**config.mk**
```make
export PLATFORM = sky130hd
export DESIGN_NAME = muldiv_ctrl
export DESIGN_NICKNAME = d
export VERILOG_FILES = /design/src/rtl/muldiv_ctrl_pkg.sv /design/src/rtl/div_step.sv /design/src/rtl/muldiv_ctrl.sv
export SDC_FILE = /design/constraint.sdc
export NUM_CORES = 2
export LEC_CHECK = 0
export ABC_AREA = 1
export CAP_MARGIN = 0
export CORE_ASPECT_RATIO = 1.5
export CORE_MARGIN = 3
export CORE_UTILIZATION = 30
export DETAILED_ROUTE_END_ITERATION = 10
export PLACE_DENSITY = 0.56
export SLEW_MARGIN = 20
export SYNTH_ARGS = -nofsm -noshare
export SYNTH_HDL_FRONTEND = slang
export SYNTH_SLANG_ARGS = --single-unit
```
**constraint.sdc**
```tcl
create_clock -name clk -period 8.05 [get_ports clk]
set_input_delay 1.61 -clock clk [delete_from_list [all_inputs] [get_ports clk]]
set_output_delay 1.61 -clock clk [all_outputs]
set_load 0.02 [all_outputs]
```
**src/rtl/muldiv_ctrl_pkg.sv**
```systemverilog
// Shared definitions for the RV32M multiply/divide sequencer: decode constants,
// the M-extension funct3 encodings and the sequencer state type.
package muldiv_ctrl_pkg;

  localparam logic [6:0] OPC_OP        = 7'b0110011;
  localparam logic [6:0] M_FUNCT7      = 7'b0000001;
  localparam int         MD_DIV_CYCLES = 32;

  typedef enum logic [2:0] {
    F3_MUL    = 3'b000,
    F3_MULH   = 3'b001,
    F3_MULHSU = 3'b010,
    F3_MULHU  = 3'b011,
    F3_DIV    = 3'b100,
    F3_DIVU   = 3'b101,
    F3_REM    = 3'b110,
    F3_REMU   = 3'b111
  } m_funct3_e;

  typedef enum logic [1:0] {
    IDLE = 2'd0,
    MUL  = 2'd1,
    DIV  = 2'd2,
    DONE = 2'd3
  } muldiv_state_e;

endpackage

```
**src/rtl/div_step.sv**
```systemverilog
// One combinational restoring-division step: shift in the next dividend bit,
// subtract the divisor when it fits, and report the resulting quotient bit.
module div_step #(
  parameter int W = 32
) (
  input  logic [W-1:0] rem_i,
  input  logic         bit_i,
  input  logic [W-1:0] divisor_i,
  output logic [W-1:0] rem_o,
  output logic         q_o
);

  logic [W:0] trial;

  assign trial = {rem_i, bit_i};
  assign q_o   = (trial >= {1'b0, divisor_i});
  // The remainder always stays below the divisor, so W bits hold either outcome.
  assign rem_o = q_o ? W'(trial - {1'b0, divisor_i}) : trial[W-1:0];

endmodule

```
**src/rtl/muldiv_ctrl.sv**
```systemverilog
// RV32M sequencer: registered multiplier path plus a 32-step restoring divider.
// Optional MULDIV_DIV_FAST_EN returns divide-by-zero/overflow results at accept.
module muldiv_ctrl
  import muldiv_ctrl_pkg::*;
#(
  parameter int XLEN       = 32,
  parameter int DIV_CYCLES = MD_DIV_CYCLES
) (
  input  logic            clk,
  input  logic            rst,
  input  logic            start_i,
  input  logic [2:0]      funct3_i,
  input  logic [XLEN-1:0] op_a_i,
  input  logic [XLEN-1:0] op_b_i,
  input  logic [4:0]      rd_i,
  input  logic            flush_i,
  output logic            busy_o,
  output logic            done_o,
  output logic [XLEN-1:0] result_o,
  output logic [4:0]      rd_o
);

  localparam logic [4:0] LAST_CNT = 5'(DIV_CYCLES - 1);

  muldiv_state_e   state_q, state_d;
  m_funct3_e       funct3_q, funct3_d;
  logic [XLEN-1:0] op_a_q, op_a_d, op_b_q, op_b_d;
  logic [XLEN-1:0] rem_q, rem_d, result_q, result_d;
  logic [4:0]      rd_q, rd_d, rd_out_q, rd_out_d, cnt_q, cnt_d;
  logic            neg_q_q, neg_q_d, neg_r_q, neg_r_d;

  logic            mul_sa, mul_sb;
  logic [63:0]     mul_a64, mul_b64, mul_prod;

  assign mul_sa   = (funct3_q == F3_MULH) || (funct3_q == F3_MULHSU);
  assign mul_sb   = (funct3_q == F3_MULH);
  assign mul_a64  = {{32{mul_sa & op_a_q[XLEN-1]}}, op_a_q};
  assign mul_b64  = {{32{mul_sb & op_b_q[XLEN-1]}}, op_b_q};
  assign mul_prod = mul_a64 * mul_b64;

  // During DIV, op_a_q shifts dividend bits out of the top and quotient bits in at the bottom.
  logic [XLEN-1:0] step_rem, quo_fin;
  logic            step_q;

  div_step #(.W(XLEN)) u_div_step (
    .rem_i     (rem_q),
    .bit_i     (op_a_q[XLEN-1]),
    .divisor_i (op_b_q),
    .rem_o     (step_rem),
    .q_o       (step_q)
  );

  assign quo_fin = {op_a_q[XLEN-2:0], step_q};

  logic a_neg, b_neg, b_zero;
  assign a_neg  = ~funct3_i[0] & op_a_i[XLEN-1];
  assign b_neg  = ~funct3_i[0] & op_b_i[XLEN-1];
  assign b_zero = (op_b_i == '0);

`ifdef MULDIV_DIV_FAST_EN
  logic div_ovf;
  assign div_ovf = a_neg && b_neg && (op_a_i == {1'b1, {(XLEN-1){1'b0}}}) && (op_b_i == '1);
`endif

  always_comb begin
    state_d  = state_q;
    funct3_d = funct3_q;
    op_a_d   = op_a_q;
    op_b_d   = op_b_q;
    rem_d    = rem_q;
    result_d = result_q;
    rd_d     = rd_q;
    rd_out_d = rd_out_q;
    cnt_d    = cnt_q;
    neg_q_d  = neg_q_q;
    neg_r_d  = neg_r_q;

    if (flush_i) begin
      state_d = IDLE;
    end else begin
      case (state_q)
        IDLE: begin
          if (start_i) begin
            funct3_d = m_funct3_e'(funct3_i);
            rd_d     = rd_i;
            if (!funct3_i[2]) begin
              op_a_d  = op_a_i;
              op_b_d  = op_b_i;
              state_d = MUL;
            end else begin
              op_a_d  = a_neg ? -op_a_i : op_a_i;
              op_b_d  = b_neg ? -op_b_i : op_b_i;
              // A zero divisor yields all-ones whatever the dividend sign.
              neg_q_d = (a_neg ^ b_neg) & ~b_zero;
              neg_r_d = a_neg;
              rem_d   = '0;
              cnt_d   = '0;
              state_d = DIV;
`ifdef MULDIV_DIV_FAST_EN
              if (b_zero || div_ovf) begin
                if (funct3_i[1]) result_d = b_zero ? op_a_i : '0;
                else             result_d = b_zero ? '1 : op_a_i;
                rd_out_d = rd_i;
                state_d  = DONE;
              end
`endif
            end
          end
        end
        MUL: begin
          result_d = (funct3_q == F3_MUL) ? mul_prod[31:0] : mul_prod[63:32];
          rd_out_d = rd_q;
          state_d  = DONE;
        end
        DIV: begin
          rem_d  = step_rem;
          op_a_d = quo_fin;
          cnt_d  = cnt_q + 5'd1;
          if (cnt_q == LAST_CNT) begin
            if ((funct3_q == F3_REM) || (funct3_q == F3_REMU))
              result_d = neg_r_q ? -step_rem : step_rem;
            else
              result_d = neg_q_q ? -quo_fin : quo_fin;
            rd_out_d = rd_q;
            state_d  = DONE;
          end
        end
        DONE:    state_d = IDLE;
        default: state_d = IDLE;
      endcase
    end
  end

  always_ff @(posedge clk) begin
    if (rst) begin
      state_q  <= IDLE;
      funct3_q <= F3_MUL;
      op_a_q   <= '0;
      op_b_q   <= '0;
      rem_q    <= '0;
      result_q <= '0;
      rd_q     <= '0;
      rd_out_q <= '0;
      cnt_q    <= '0;
      neg_q_q  <= 1'b0;
      neg_r_q  <= 1'b0;
    end else begin
      state_q  <= state_d;
      funct3_q <= funct3_d;
      op_a_q   <= op_a_d;
      op_b_q   <= op_b_d;
      rem_q    <= rem_d;
      result_q <= result_d;
      rd_q     <= rd_d;
      rd_out_q <= rd_out_d;
      cnt_q    <= cnt_d;
      neg_q_q  <= neg_q_d;
      neg_r_q  <= neg_r_d;
    end
  end

  assign busy_o   = (state_q != IDLE);
  assign done_o   = (state_q == DONE);
  assign result_o = result_q;
  assign rd_o     = rd_out_q;

endmodule
```
==> run metrics <==
CP max-delay cell fa_2; Syn Nets 8512; clock buffer depth 2; residual DRC count 1; status complete, but fails checks; Initial Utilization 30.2%; crit-path max FO 6; Vias 46900; FFs w/ async S/R, synth 0%; CTS clk-pin slew, worst paths 80 ps; root buffer cell clkbuf_16; number of global-route vias before repair 50400; total net switching power 3.31 mW; Rows 186; number of synthesized flops with an enable pin 0; failing checks design-rule violations; final hold violations 0; die width 346 µm; Slew Limit Headroom 24.0%; Clock power frac 14.6%; max frequency 127 MHz; minimum clock period 7900 ps; clk_skew 19.9 ps; WL final 208000 µm; drt via density 4.90; antenna viol nets, final 0; area of the core 172000 µm²; Hold Path Class reg2reg; drt wl/cell 21.7 µm; Final Wtd Congestion 0.987; clock latency on the worst-skew pair 530 ps; Final Hold Slack 472 ps; IO Port Bufs 114; Crit path required time 8520 ps; pwr dens 102 nW/µm²; MaxCap Viol Count 0; Setup TNS Final 0 ps; Detailed Place HPWL 177000 µm; warnings from Yosys 0; CTS buffer count 17; Post-Syn Instances 7056; syn_area_per_cell 7.36 µm²; final worst-path cycle share 98.1%; Sw Ratio 53.5%; crit path kind reg2reg; number of H-tree levels 4; Post-Syn Area 51900 µm²; Crit. End Element register; number of DRC markers in iteration 0 3351; largest net degree at the start of global routing 105; FF+latch area 3050 µm²; Comb pwr share 71.3%; footprint of the multi-input gates 41500 µm²; RSZ-0062 raised after global routing yes; initial antenna violation count 6; fill cell count 18200; global-route wire length before repair 311000 µm; R2R Setup Slk 150 ps; DIE AREA 178000 µm²; Hold-fix buffers, CTS 0; Startpoint Class register; Int Pwr 2.87 mW; gr ovfl total 0; Reg power frac 14.0%; final setup fails 0; share of cells above drive strength 1 10.7%; most frequent CP cell fa_1; Die Ht 516 µm; All-Layer GR Usage 23.5%; Crit path arrival time 8370 ps; Slew Limit Fails 0; Total Nets Final 8752; Max VDD drop 0.181 mV; I/O pin cnt 115; Critical Path Max Stage Delay 580 ps; Sink Count 150; Leak 30.8 nW; Seq cells post-synth 150; Area Overhead vs Synth 16.3%; Synth Flop Type dfxtp_1; worst slew pin tran 1130 ps; Seq/Total Area, Yosys 5.78%; synth unique cells 56; CTS tree built; DRT Pass-1 Iters 9
[sequential cells by signal, summed over array words and instances, names as in the netlist]
signal and cells:
cnt_q 5, funct3_q 3, neg_q_q 1, neg_r_q 1, op_a_q 32, op_b_q 32
rd_o 5, rd_q 5, rem_q 32, result_o 32, state_q 2
[power groups by stage]
stage / combinational (mW) / sequential, mW / clock [mW]
after floorplan: 2.25 / 0.832 / 0
after global routing: 4.79 / 0.869 / 0.948
final: 4.41 / 0.867 / 0.904
after CTS: 4.18 / 0.867 / 0.938
after detailed placement: 4.12 / 0.883 / 0
after global placement: 4.13 / 0.884 / 0
[final timing paths]
path | start | to | cells after the start
worst max register to register | funct3_q[2] | result_o[28] | 37
worst min-delay path | result_o[10] | result_o[10] | 2
worst max-delay path | funct3_q[2] | result_o[28] | 37
worst min register to register | result_o[10] | result_o[10] | 2
[per-stage QoR]
stage | instances | util [%] | instance area (µm²) | total power, mW | setup slack (ps)
final | 9569 | 35.2 | 60400 | 6.18 | 150
after detailed placement | 9507 | 34.1 | 58600 | 5.00 | -557
after CTS | 9541 | 34.6 | 59300 | 5.98 | 7.35
after global placement | 9507 | 34.1 | 58600 | 5.01 | -629
after floorplan | 7056 | - | 52000 | 3.08 | 85.4
after global routing | 9565 | 35.2 | 60400 | 6.60 | -169
[routing by layer]
layer	share of wire, %	GRT usage [%]	vias to the layer above
met5	0	0	-
met4	10	19.2	0
met3	4.6	2.36	691
met2	53	44.1	1776
met1	33	23.3	23500
li1	-	-	20900
[Yosys cell counts, types with 30 or more instances]
cell type  number  area, µm²
nand2_1      1867       7010
nor2_1        340       1280
ha_1          254       3180
clkbuf_1      262        983
xor2_1         58        508
o21ai_0       192        961
dfxtp_1       150       3000
nor3_1         61        305
xnor2_1        32        280
inv_1        1843       6920
nand3_1       174        871
fa_1         1126      22500
a31oi_1        30        188
buf_1          77        289
a21oi_1       305       1530
[cells in the final DEF, fill, tap and decap left out, drive strengths merged, types with 30 or more instances in the layout]
cell           instances
nand2               1886
inv                 1851
fa                  1126
buf                  467
nor2                 357
a21oi                308
ha                   254
o21ai                205
nand3                177
dfxtp                150
clkdlybuf4s50        113
nor3                  63
xor2                  58
xnor2                 32
a31oi                 30
[logic make-up (layout without fill, tap and decap cells)]
group,Yosys count,count (layout),share of synthesized area (%)
AO/OA/AOI/OAI,662,662,7.19
other,0,4,0
flip-flops,150,150,5.78
buffers and inverters,2210,2463,16.2
adder cells (fa/ha/maj),1380,1380,49.5
XOR/XNOR,90,90,1.52
AND/OR/NAND/NOR,2564,2564,19.8
[repair_timing]
action,in CTS,in global routing
setup endpoints to repair,24,30
pin swaps,10,109
buffers inserted,2,25
resized for setup,38,230
[worst max-delay path, delay by kind of cell, from the launching register on]
family | cells | cell delay (ps)
adders and majority gates | 9 | 4550
and+or+nand+nor | 15 | 1600
buffers and inverters | 10 | 910
AOI/OAI and AO/OA | 3 | 430
DFF | 1 | 330
[layout make-up]
| class | count | share of cell area, % |
|---|---|---|
| diodes | 4 | 0.0166 |
| repair buffers | 580 | 9.09 |
| inverters | 1851 | 11.5 |
| well taps | 2256 | 4.67 |
| flip-flops and latches | 150 | 5.05 |
| clock buffers | 17 | 0.704 |
| multi-input cells | 4696 | 68.6 |
| clock inverters | 15 | 0.348 |
(Power assumes the default switching activity.)
